File: src/rtl/keypad_event_fifo.sv
// Keypad front end: synchronizes the raw key vector, debounces it, turns new
// presses into 4-bit key codes and queues them in a 4-entry first-word
// fall-through FIFO with a sticky overflow flag.
module keypad_event_fifo #(
    parameter int DB_CYCLES = 1000000
) (
    input  logic        clk,
    input  logic        rst_n,
    input  logic [15:0] key_in,
    input  logic        key_rd,
    output logic        key_valid,
    output logic [3:0]  key_code,
    output logic        key_down,
    output logic        key_multi,
    output logic        key_ovf
);

    localparam logic [19:0] CNT_MAX = 20'(DB_CYCLES - 1);

    logic [15:0] r_sync1;
    logic [15:0] r_sync;
    logic [15:0] r_cand;
    logic [19:0] r_cnt;
    logic [15:0] r_stable;
    logic        r_down;
    logic        r_multi;
    logic        r_ovf;
    logic [2:0]  r_wrPtr;
    logic [2:0]  r_rdPtr;
    logic [3:0]  r_mem [4];

    logic        w_load;
    logic [15:0] w_newPress;
    logic        w_push;
    logic [3:0]  w_pushCode;
    logic        w_empty;
    logic        w_full;
    logic        w_pop;
    logic        w_wrEn;

    // Two-flop synchronizer: key_in is asynchronous to clk.
    always_ff @(posedge clk or negedge rst_n) begin
        if (!rst_n) begin
            r_sync1 <= '0;
            r_sync  <= '0;
        end else begin
            r_sync1 <= key_in;
            r_sync  <= r_sync1;
        end
    end

    // Debouncer: a candidate must stay unchanged for DB_CYCLES clocks; the
    // counter then saturates and stable keeps being refreshed from cand.
    always_ff @(posedge clk or negedge rst_n) begin
        if (!rst_n) begin
            r_cand   <= '0;
            r_cnt    <= '0;
            r_stable <= '0;
        end else if (r_sync != r_cand) begin
            r_cand <= r_sync;
            r_cnt  <= '0;
        end else if (r_cnt == CNT_MAX) begin
            r_stable <= r_cand;
        end else begin
            r_cnt <= r_cnt + 20'd1;
        end
    end

    assign w_load     = (r_sync == r_cand) && (r_cnt == CNT_MAX);
    assign w_newPress = w_load ? (r_cand & ~r_stable) : 16'h0000;
    assign w_push     = |w_newPress;

    // Lowest set bit of the new-press vector wins; other new bits are dropped.
    always_comb begin
        w_pushCode = 4'd0;
        for (int i = 15; i >= 0; i--) begin
            if (w_newPress[i]) begin
                w_pushCode = 4'(i);
            end
        end
    end

    // Status outputs follow stable with one clock of delay.
    always_ff @(posedge clk or negedge rst_n) begin
        if (!rst_n) begin
            r_down  <= 1'b0;
            r_multi <= 1'b0;
        end else begin
            r_down  <= |r_stable;
            r_multi <= (r_stable & (r_stable - 16'd1)) != 16'h0000;
        end
    end

    assign w_empty = (r_wrPtr == r_rdPtr);
    assign w_full  = (r_wrPtr[2] != r_rdPtr[2]) && (r_wrPtr[1:0] == r_rdPtr[1:0]);
    assign w_pop   = key_rd && !w_empty;
    // A push into a full FIFO is only accepted when the head leaves on the same edge.
    assign w_wrEn  = w_push && (!w_full || w_pop);

    // FIFO pointers, storage and the sticky overflow flag.
    always_ff @(posedge clk or negedge rst_n) begin
        if (!rst_n) begin
            r_wrPtr <= '0;
            r_rdPtr <= '0;
            r_ovf   <= 1'b0;
            for (int i = 0; i < 4; i++) begin
                r_mem[i] <= '0;
            end
        end else begin
            if (w_wrEn) begin
                r_mem[r_wrPtr[1:0]] <= w_pushCode;
                r_wrPtr             <= r_wrPtr + 3'd1;
            end
            if (w_pop) begin
                r_rdPtr <= r_rdPtr + 3'd1;
            end
            if (w_push && w_full && !w_pop) begin
                r_ovf <= 1'b1;
            end
        end
    end

    assign key_valid = !w_empty;
    assign key_code  = w_empty ? 4'd0 : r_mem[r_rdPtr[1:0]];
    assign key_down  = r_down;
    assign key_multi = r_multi;
    assign key_ovf   = r_ovf;

endmodule

File: config.mk
export PLATFORM = sky130hd
export DESIGN_NAME = keypad_event_fifo
export DESIGN_NICKNAME = d
export VERILOG_FILES = /design/src/rtl/keypad_event_fifo.sv
export SDC_FILE = /design/constraint.sdc
export NUM_CORES = 1
export LEC_CHECK = 0
export ABC_AREA = 1
export CAP_MARGIN = 25
export CORE_ASPECT_RATIO = 1.2
export CORE_MARGIN = 2
export CORE_UTILIZATION = 60
export CTS_BUF_LIST = sky130_fd_sc_hd__clkbuf_16
export CTS_CLUSTER_DIAMETER = 200
export DETAILED_ROUTE_END_ITERATION = 8
export PLACE_DENSITY = 0.89
export SLEW_MARGIN = 15
export SYNTH_ARGS = -nofsm -noshare
export SYNTH_HDL_FRONTEND = slang
export SYNTH_SLANG_ARGS = --single-unit
File: constraint.sdc
create_clock -name clk -period 3.8 [get_ports clk]
set_input_delay 0.38 -clock clk [delete_from_list [all_inputs] [get_ports clk]]
set_output_delay 0.38 -clock clk [all_outputs]
set_load 0.01 [all_outputs]
Word level (Yosys, flattened, before mapping)
Index checks and enable logic that the tools add are counted.
Storage, ports and cells
  flip-flop bits (word level): 109
  input bits: 19
  output and inout bits: 8
  word-level logic and storage cells: 75
Cells by class
  add/subtract/negate cells: 4
  order comparisons: 3
  eq/ne operators: 7
  muxes and demuxes: 26
  bitwise logic cells: 6
  reductions and logical operators: 15
Operators with widths (count)
  $mux W4: 20
  $mux W20: 2
  $and A16 B16 Y16: 2
  $reduce_or A16 Y1: 2
  $add A20 B1 Y20 const B: 1
  $eq A20 B20 Y1 const B: 1
  $bwmux W16: 1
  $eq A16 B16 Y1: 1
  $mux W16: 1
  $ne A16 B16 Y1: 1
  $not A16 Y16: 1
  $reduce_bool A16 Y1: 1
  $sub A16 B1 Y16 const B: 1
  $bmux W4 S2: 1
  $demux W4 S2: 1
  $logic_and A1 B1 Y1: 7
  $add A3 B1 Y3 const B: 2
  $ge A3 B3 Y1 const B: 2
  $not A2 Y3: 2
  $eq A3 B3 Y1: 1
  $logic_not A1 Y1: 3
  $lt A3 B1 Y1 const B: 1
  $eq A2 B2 Y1: 1
  $ne A2 B2 Y1 const B: 1
  4 further kinds: 4

Depth between registers and ports, before layout
Gate-level depths: netlist of the first run.
  depth in word-level cells: 20
  gate-level depth with buffers: 24
  gate-level depth less buffers: 24

Worst setup path after synthesis of the first run
OpenSTA, ideal clock, no wires.
  kind: flip-flop to flip-flop
  start point: register r_cnt[0]
  end point: register r_mem[3] (netlist bit)
  library setup time: 121 ps
  arrival time: 2123 ps
  data required time: 3679 ps
  slack: 1556 ps
  stages on the path, launching flop included: 15
  buffers on the path: 0
  clock period less this slack: 2244 ps
  cells stage by stage: dfrtp_1 > ha_1 > nand3_1 > nor2_1 > nand3_2 > o41ai_1 > nor2_1 > nand2_1 > nor2_1 > nor2_4 > inv_4 > nor2_4 > inv_2 > nand2_1 > o21ai_2
Between the ends
  cells in the longest elaborated chain, start to end: 20
  elaborated cells between the ends (all ways): 22
  classes of those cells: eq/ne (1); mux (18); reduce/logical (3)
Ends and longest elaborated chain
  start, declared: line 23  | logic [19:0] r_cnt;
  start signal, assigned: line 65  | r_cnt <= r_cnt + 20'd1;
  $eq A20 B20 Y1 (*): line 69  | assign w_load = (r_sync == r_cand) && (r_cnt == CNT_MAX);
  $logic_and A1 B1 Y1 (*): line 69
  $mux W16 (*): line 70  | assign w_newPress = w_load ? (r_cand & ~r_stable) : 16'h0000;
  $mux W4 (16 in a row): line 77  | if (w_newPress[i]) begin
  $bwmux W16: line 111  | r_mem[r_wrPtr[1:0]] <= w_pushCode;
  end signal, assigned by index: line 111
  end, declared: line 30  | logic [3:0] r_mem [4];
Every way passes the cells marked *; elsewhere a longest branch is shown, timed or not.
A chain may end at the register's enable or synchronous reset.

Worst setup path in the final report of the first run
  start point: register r_cand[11]
  end point: register r_mem[0] (netlist bit)
Between the ends
  cells in the longest elaborated chain, start to end: 20
  elaborated cells between the ends (all ways): 23
  classes of those cells: eq/ne (1); mux (18); bitwise (1); reduce/logical (3)
Ends and longest elaborated chain
  start, declared: line 22  | logic [15:0] r_cand;
  start signal, assigned: line 60  | r_cand <= r_sync;
  $eq A16 B16 Y1: line 69
  $logic_and A1 B1 Y1: line 69
  $mux W16 (*): line 70
  $mux W4 (16 in a row): line 77
  $bwmux W16: line 111
Marks and branches as above.

==> results of run 1 <==
[worst max path at each step]
| stage | startpoint | end | slack (ns) | depth (start not counted) |
|---|---|---|---|---|
| 5_1_grt | r_cand[13] | r_mem[0] | 0.22 | 22 |
| 4_1_cts | r_cand[11] | r_mem[8] | 0.55 | 22 |
| 3_5_place_dp | r_cand[11] | r_mem[8] | 0.63 | 22 |
| 2_1_floorplan | r_cnt[0] | r_mem[3] | 1.56 | 14 |
| 3_3_place_gp | r_cand[15] | r_mem[0] | 0.79 | 22 |
| 6_report | r_cand[11] | r_mem[0] | 0.50 | 22 |
[Yosys cell counts, drive strengths merged, types with 4 or more instances]
cell	instances	area share, %
o21ai	44	4.5
nor2	52	5.1
nor4	4	0.75
ha	6	1.5
xnor2	15	2.6
nand3	33	3.4
clkbuf	20	1.5
nor3	19	2.2
a21oi	20	2.0
nand2	118	9.0
dfrtp	109	55
inv	82	6.2
buf	5	0.60
nand4	18	2.3
[metal layers]
metal	GRT usage (%)	vias up	routed length [um]
li1	-	1858	-
met1	28.3	1816	4000
met2	37.3	107	4780
met3	4.52	29	372
met4	14.0	0	408
met5	0	-	0
[through the flow]
| stage | instances | area, um2 | hold slack [ns] | total power [mW] | utilization, % |
|---|---|---|---|---|---|
| finish | 686 | 5590 | 0.349 | 2.52 | 68.9 |
| detailed placement | 669 | 5290 | 0.335 | 1.63 | 65.2 |
| global placement | 669 | 5290 | 0.331 | 1.62 | 65.2 |
| CTS | 686 | 5590 | 0.350 | 2.54 | 68.9 |
| floorplan | 571 | 5000 | 0.0844 | 1.47 | - |
| global route | 686 | 5590 | 0.355 | 2.63 | 68.9 |
[where the power goes]
part	internal, mW	switching [mW]
registers	1.21	0.0581
clock network	0.509	0.405
logic	0.166	0.175
total	1.88	0.638
[cell usage in the layout, fill, tap and decap left out, drive strengths merged, types with 6 or more instances in the layout]
cell,Yosys,routed
ha,6,6
nand3,33,33
clkdlybuf4s50,0,25
a21oi,20,20
clkbuf,20,9
nor2,52,52
xnor2,15,15
nor3,19,19
nand2,118,118
inv,82,85
o21ai,44,44
nand4,18,18
dfrtp,109,109
[kinds of logic (layout without fill, tap and decap cells)]
kind of cell	after synthesis	count (layout)
and+or+nand+nor	245	245
AOI/OAI and AO/OA	85	85
buffers and inverters	108	128
DFF	109	109
xor gates and xnor gates	18	18
adders and majority gates	6	6
[worst register-to-register path, delay by kind of cell, from the launching register on]
kind                   cells  cell delay, ns
AND/OR/NAND/NOR           20            2.13
buffers and inverters      1            0.42
flip-flops                 1            0.44
XOR/XNOR                   1            0.19
[registers in the layout, summed over array words and instances (netlist names)]
name and cells:
r_cnt 20, r_cand 16, r_mem 16, r_stable 16, r_sync1 16, r_sync 16, r_rdPtr 3, r_wrPtr 3
key_down 1, key_multi 1, key_ovf 1
[cell type report]
class / count / area (um2) / area share [%]
multi-input combinational: 354 / 1850 / 33.2
clock buffer: 9 / 225 / 4.03
clock inverter: 7 / 65.1 / 1.16
sequential: 109 / 2730 / 48.8
tap: 95 / 119 / 2.13
inverter: 83 / 314 / 5.62
timing repair buffer: 29 / 283 / 5.06
==> qor.yml, run 1 <==
p_per_area_mw_per_mm2: 451
yosysWarnings: 0
overflow: 0
synth_seq_cells: 109
r2r_setup_slack_ns: 0.50
crit_required_ns: 4.04
worst_slew_pin_slew_ns: 0.537
hp-class: "flip-flop to flip-flop"
final_layout_size_suffix_gt1_share_pct: 7.95
hold_end: "r_sync[10]"
h-tree-depth: 3
cp_num_buf_inv: 1
skew_ns: 0.0100
path_class: "flip-flop to flip-flop"
cts_tree: "done"
via_per_inst: 5.55
status: "completed"
worstHoldPathCells: 0
antenna_found_initial: 0
slew-limit-headroom_pct: 64.2
fmax_ghz: 0.303
fin_tns_setup_ns: 0
hold_start: "r_sync1[10]"
drtIter0Drc: 251
grt_max_degree: 45
grt_pass1_wl_mm: 16.4
grt_usage_pct: 23.1
dr.pass1.iters: 5
cts_resized: 0
remaining_drc_errors: 0
worstPathMaxFanout: 31
muxShareOfSynthArea_pct: 0
synth_edf_count: 0
yosysUniqueCellTypes: 37
clock-sinks: 109
power_leakage_nw: 2.58
fp.dieH_um: 104
fin_crit_sh_pct: 86.8
worstSetupEndpointType: "flip-flop"
insertion_delay_ns: 0.35
cts_setup_buffers: 0
grt_pass1_vias: 3722
period_minus_slack_ns: 3.30
nFillCells: 590
gp_congestion: 0.914
clk_path_buf_depth: 2
synth_top_family_by_area: "simple AND/OR/NAND/NOR gates"
root_buffer: "clkbuf_16"
num_vias: 3810
synth.avg_cell_area_um2: 8.76
crit_chain: "xnor2_1 > nand2_1 > nor2_1 > nand2_2 > nor2_8 > nand2_2 > inv_2 > nand3_1 > nand2_1 > nand2_1 > nand2_1 > nand2_1 > nand2_1 > nand2_1 > nand2_1 > nand2_1 > nand2_1 > nand2_1 > nand2_1 > nand2_1 > nand3_1 > nand2_1"
hold_buffers: 1
path_delay_family: "simple AND/OR/NAND/NOR gates"
cp_slowest_cell: "dfrtp_1"
routed_wl_mm: 9.57
synth_ff_type: "dfrtp_1"
rsz0062_at_grt: "no"
die_area_mm2: 0.00908
rr_startpoint: "r_cand[11]"
cpMostUsedCell: "nand2_1"
io_buffer_count: 26
async_flop_share_pct: 100
drtAntennaViolNets: 0
yosysSeqAreaShare_pct: 54.5
area_growth_pct: 11.7
synthCells: 571
dieWidth_um: 87.3
detail_route.wl_per_cell_um: 13.9
finalHoldViolCount: 0
worst_slack_ns: 0.503
synth_nets: 596
setup_viol: 0
final_nets: 611
num_antenna_cells: 0
coreArea_mm2: 0.00811
startpoint_type: "flip-flop"
synth_simple_gate_area_share_pct: 22.8
arrival_ns: 3.54
synth_compound_area_share_pct: 9.61
slowest_delay_ns: 0.44
io_pins: 27
dp_slack_ns: 0.631
netlist_area_mm2: 0.00500
cts_buffers: 9
synth_adder_area_share_pct: 1.50
r2r-end: "r_mem[0]"
drv_slew: 0
std_cell_rows: 36
dp_hpwl_mm: 6.87
start_util_pct: 61.7
cap_violations: 0
peakVddDrop_mv: 0.317
cts.reportedPaths.clkPinSlew_ns: 0.07
synth_xor_area_share_pct: 3.15
ff2ff_path_depth: 22
Power figures use the tool's default switching activity.
==> run 2: changes to the inputs <==
--- a/config.mk
+++ b/config.mk
@@ -11,8 +11,8 @@
 export CORE_MARGIN = 2
 export CORE_UTILIZATION = 60
 export CTS_BUF_LIST = sky130_fd_sc_hd__clkbuf_16
-export CTS_CLUSTER_DIAMETER = 200
 export DETAILED_ROUTE_END_ITERATION = 8
+export GPL_ROUTABILITY_DRIVEN = 0
 export PLACE_DENSITY = 0.89
 export SLEW_MARGIN = 15
 export SYNTH_ARGS = -nofsm -noshare
==> run 2 against run 1 <==
  * The flow now finishes with violations (hold timing)
  * Global-route usage grew 1.0 points
  * Clock-buffer cell count did not move
  * Sequential power about the same
  * Critical path depth up 2
  * Non-clock buffer count is 1 lower
==> qor.yml, run 2 (synthesis results as in run 1) <==
rsz0062_at_grt: "no"  # unchanged
final_nets: 610  # was 611
finalHoldViolCount: 27  # was 0
clock-sinks: 109  # unchanged
fin_tns_setup_ns: 0  # unchanged
fin_crit_sh_pct: 82.1  # was 86.8%
antenna_found_initial: 0  # unchanged
startpoint_type: "flip-flop"  # unchanged
fp.dieH_um: 104  # unchanged
setup_viol: 0  # unchanged
drtAntennaViolNets: 0  # unchanged
nFillCells: 578  # was 590
grt_pass1_wl_mm: 17.2  # was 16.4 mm
largest_register_ffs: 20  # unchanged
insertion_delay_ns: 0.35  # about the same
dieWidth_um: 87.3  # unchanged
pwr-share-clk_pct: 38.2  # was 36.3%
failed_checks: "hold timing"
die_area_mm2: 0.00908  # unchanged
std_cell_rows: 36  # unchanged
cts.reportedPaths.clkPinSlew_ns: 0.07  # about the same
seqCellArea_mm2: 0.00273  # unchanged
drtIter0Drc: 308  # was 251
worst_slew_pin_slew_ns: 0.574  # was 0.537 ns
root_buffer: "clkbuf_16"  # unchanged
layout_commonest_cell: "nand2_1"  # unchanged
routed_wl_mm: 9.85  # was 9.57 mm
period_minus_slack_ns: 3.12  # was 3.30 ns
h-tree-depth: 3  # unchanged
io_buffer_count: 26  # unchanged
cts_resized: 0  # unchanged
detail_route.wl_per_cell_um: 14.4  # was 13.9 um
status: "finished, violations left"  # was completed
netSwitchingPower_mw: 0.653  # was 0.638 mW
io_pins: 27  # unchanged
arrival_ns: 3.37  # was 3.54 ns
fin_hold_ws_ns: -0.00842  # was 0.349 ns
p_per_area_mw_per_mm2: 464  # was 451 mW/mm2
ff2ff_path_depth: 24  # was 22
cts_tree: "done"  # unchanged
worstPathMaxFanout: 31  # unchanged
drv_slew: 0  # unchanged
p_int_mw: 1.95  # was 1.88 mW
path_class: "flip-flop to flip-flop"  # unchanged
power_leakage_nw: 2.58  # about the same
area_growth_pct: 12.2  # was 11.7%
num_antenna_cells: 0  # unchanged
remaining_drc_errors: 0  # unchanged
dp_hpwl_mm: 6.92  # was 6.87 mm
dr.pass1.iters: 6  # was 5
num_vias: 3900  # was 3810
cts_buffers: 9  # unchanged
crit_required_ns: 4.05  # was 4.04 ns
grt_pass1_vias: 3905  # was 3722
multiInputGateArea_mm2: 0.00185  # unchanged
overflow: 0  # unchanged
final_layout_size_suffix_gt1_share_pct: 8.31  # was 7.95%
coreArea_mm2: 0.00811  # unchanged
fmax_ghz: 0.320  # was 0.303 GHz
start_util_pct: 61.7  # unchanged
swShare_pct: 25.1  # was 25.3%
skew_ns: 0.00750  # was 0.0100 ns
cts_setup_buffers: 0  # unchanged
final_cell_mix: "nand2_1 (116), dfrtp_1 (109), inv_1 (69)"  # was nand2_1 (116), dfrtp_1 (109), inv_1 (70)
peakVddDrop_mv: 0.353  # was 0.317 mV
hold_buffers: 0  # was 1
slew-limit-headroom_pct: 61.4  # was 64.2%
pwr-share-seq_pct: 48.6  # was 50.2%
top_register: "r_cnt"  # unchanged
cap_violations: 0  # unchanged
via_per_inst: 5.69  # was 5.55
p_comb_share_pct: 13.2  # was 13.5%
clk_path_buf_depth: 2  # unchanged
worstSetupEndpointType: "flip-flop"  # unchanged
grt_usage_pct: 24.2  # was 23.1%
hp-class: "input port to asynchronous set/reset pin"  # was flip-flop to flip-flop
grt_max_degree: 42  # was 45
[run 2: changes by cell type in the layout (fill, tap and decap cells not counted)]
cell           change
clkinv_4           +1
inv_1              -1
bufinv_16          +1
clkinv_2           -1
clkinv_1           -1
clkinvlp_4         +2
dlygate4sd3_1      -1
inv_6              -1
[run 2: layer usage]
layer  global-route usage [%]  part of all wire [%]
met2                     40.0                    51
met3                     3.73                   4.8
met5                        0                     0
met1                     29.2                    40
met4                     14.6                   4.3
[run 2: path summary, 6_finish.rpt]
check / slack [ns] / endpoint / start
worst max-delay path: 0.68 / r_mem[0] / r_cand[1]
worst min-delay path: -0.008 / r_sync1[14] / rst_n
worst max register to register: 0.68 / r_mem[0] / r_cand[1]
worst min register to register: 0.35 / r_sync[14] / r_sync1[14]
max in group asynchronous: 2.95 / r_cand[1] / rst_n
min in group clk: 0.35 / r_sync[14] / r_sync1[14]
[run 2: stage by stage]
| stage | power, mW | setup WS [ns] | cells | utilization [%] | area [um2] |
|---|---|---|---|---|---|
| after global routing | 2.72 | 0.267 | 685 | 69.2 | 5610 |
| after detailed placement | 1.63 | 0.774 | 669 | 65.2 | 5290 |
| after global placement | 1.62 | 0.839 | 669 | 65.2 | 5290 |
| after CTS | 2.62 | 0.747 | 685 | 69.2 | 5610 |
| final | 2.61 | 0.678 | 685 | 69.2 | 5610 |
| after floorplan | 1.47 | 1.56 | 571 | - | 5000 |
[run 2: power by group through the flow]
stage	logic (mW)	registers, mW	clock network, mW
final	0.345	1.27	0.994
after global routing	0.395	1.27	1.05
after CTS	0.346	1.27	1.01
after detailed placement	0.346	1.29	0
after global placement	0.332	1.28	0
after floorplan	0.214	1.26	0
[run 2: critical path: stages (launching register included)]
cell and delay [ns]:
dfrtp_1 0.42, inv_1 0.12, nand2_1 0.06, nand2_1 0.06, nand2_1 0.08, nor2_1 0.13
nand2_2 0.11, nor2_8 0.33, nand2_2 0.25, inv_2 0.41, nand3_1 0.16, nand2_1 0.11
nand2_1 0.05, nand2_1 0.05, nand2_1 0.05, nand2_1 0.06, nand2_1 0.05, nand2_1 0.06
nand2_1 0.05, nand2_1 0.05, nand2_1 0.05, nand2_1 0.05, nand2_1 0.10, nand3_1 0.10
nand2_1 0.05
[run 2: cell type report]
type                            instances  share of cell area, %
Clock inverter                          7                   1.74
Clock buffer                            9                   4.01
Inverter                               83                   5.60
Sequential cell                       109                   48.6
Timing Repair Buffer                   28                   4.86
Tap cell                               95                   2.12
Multi-Input combinational cell        354                   33.1
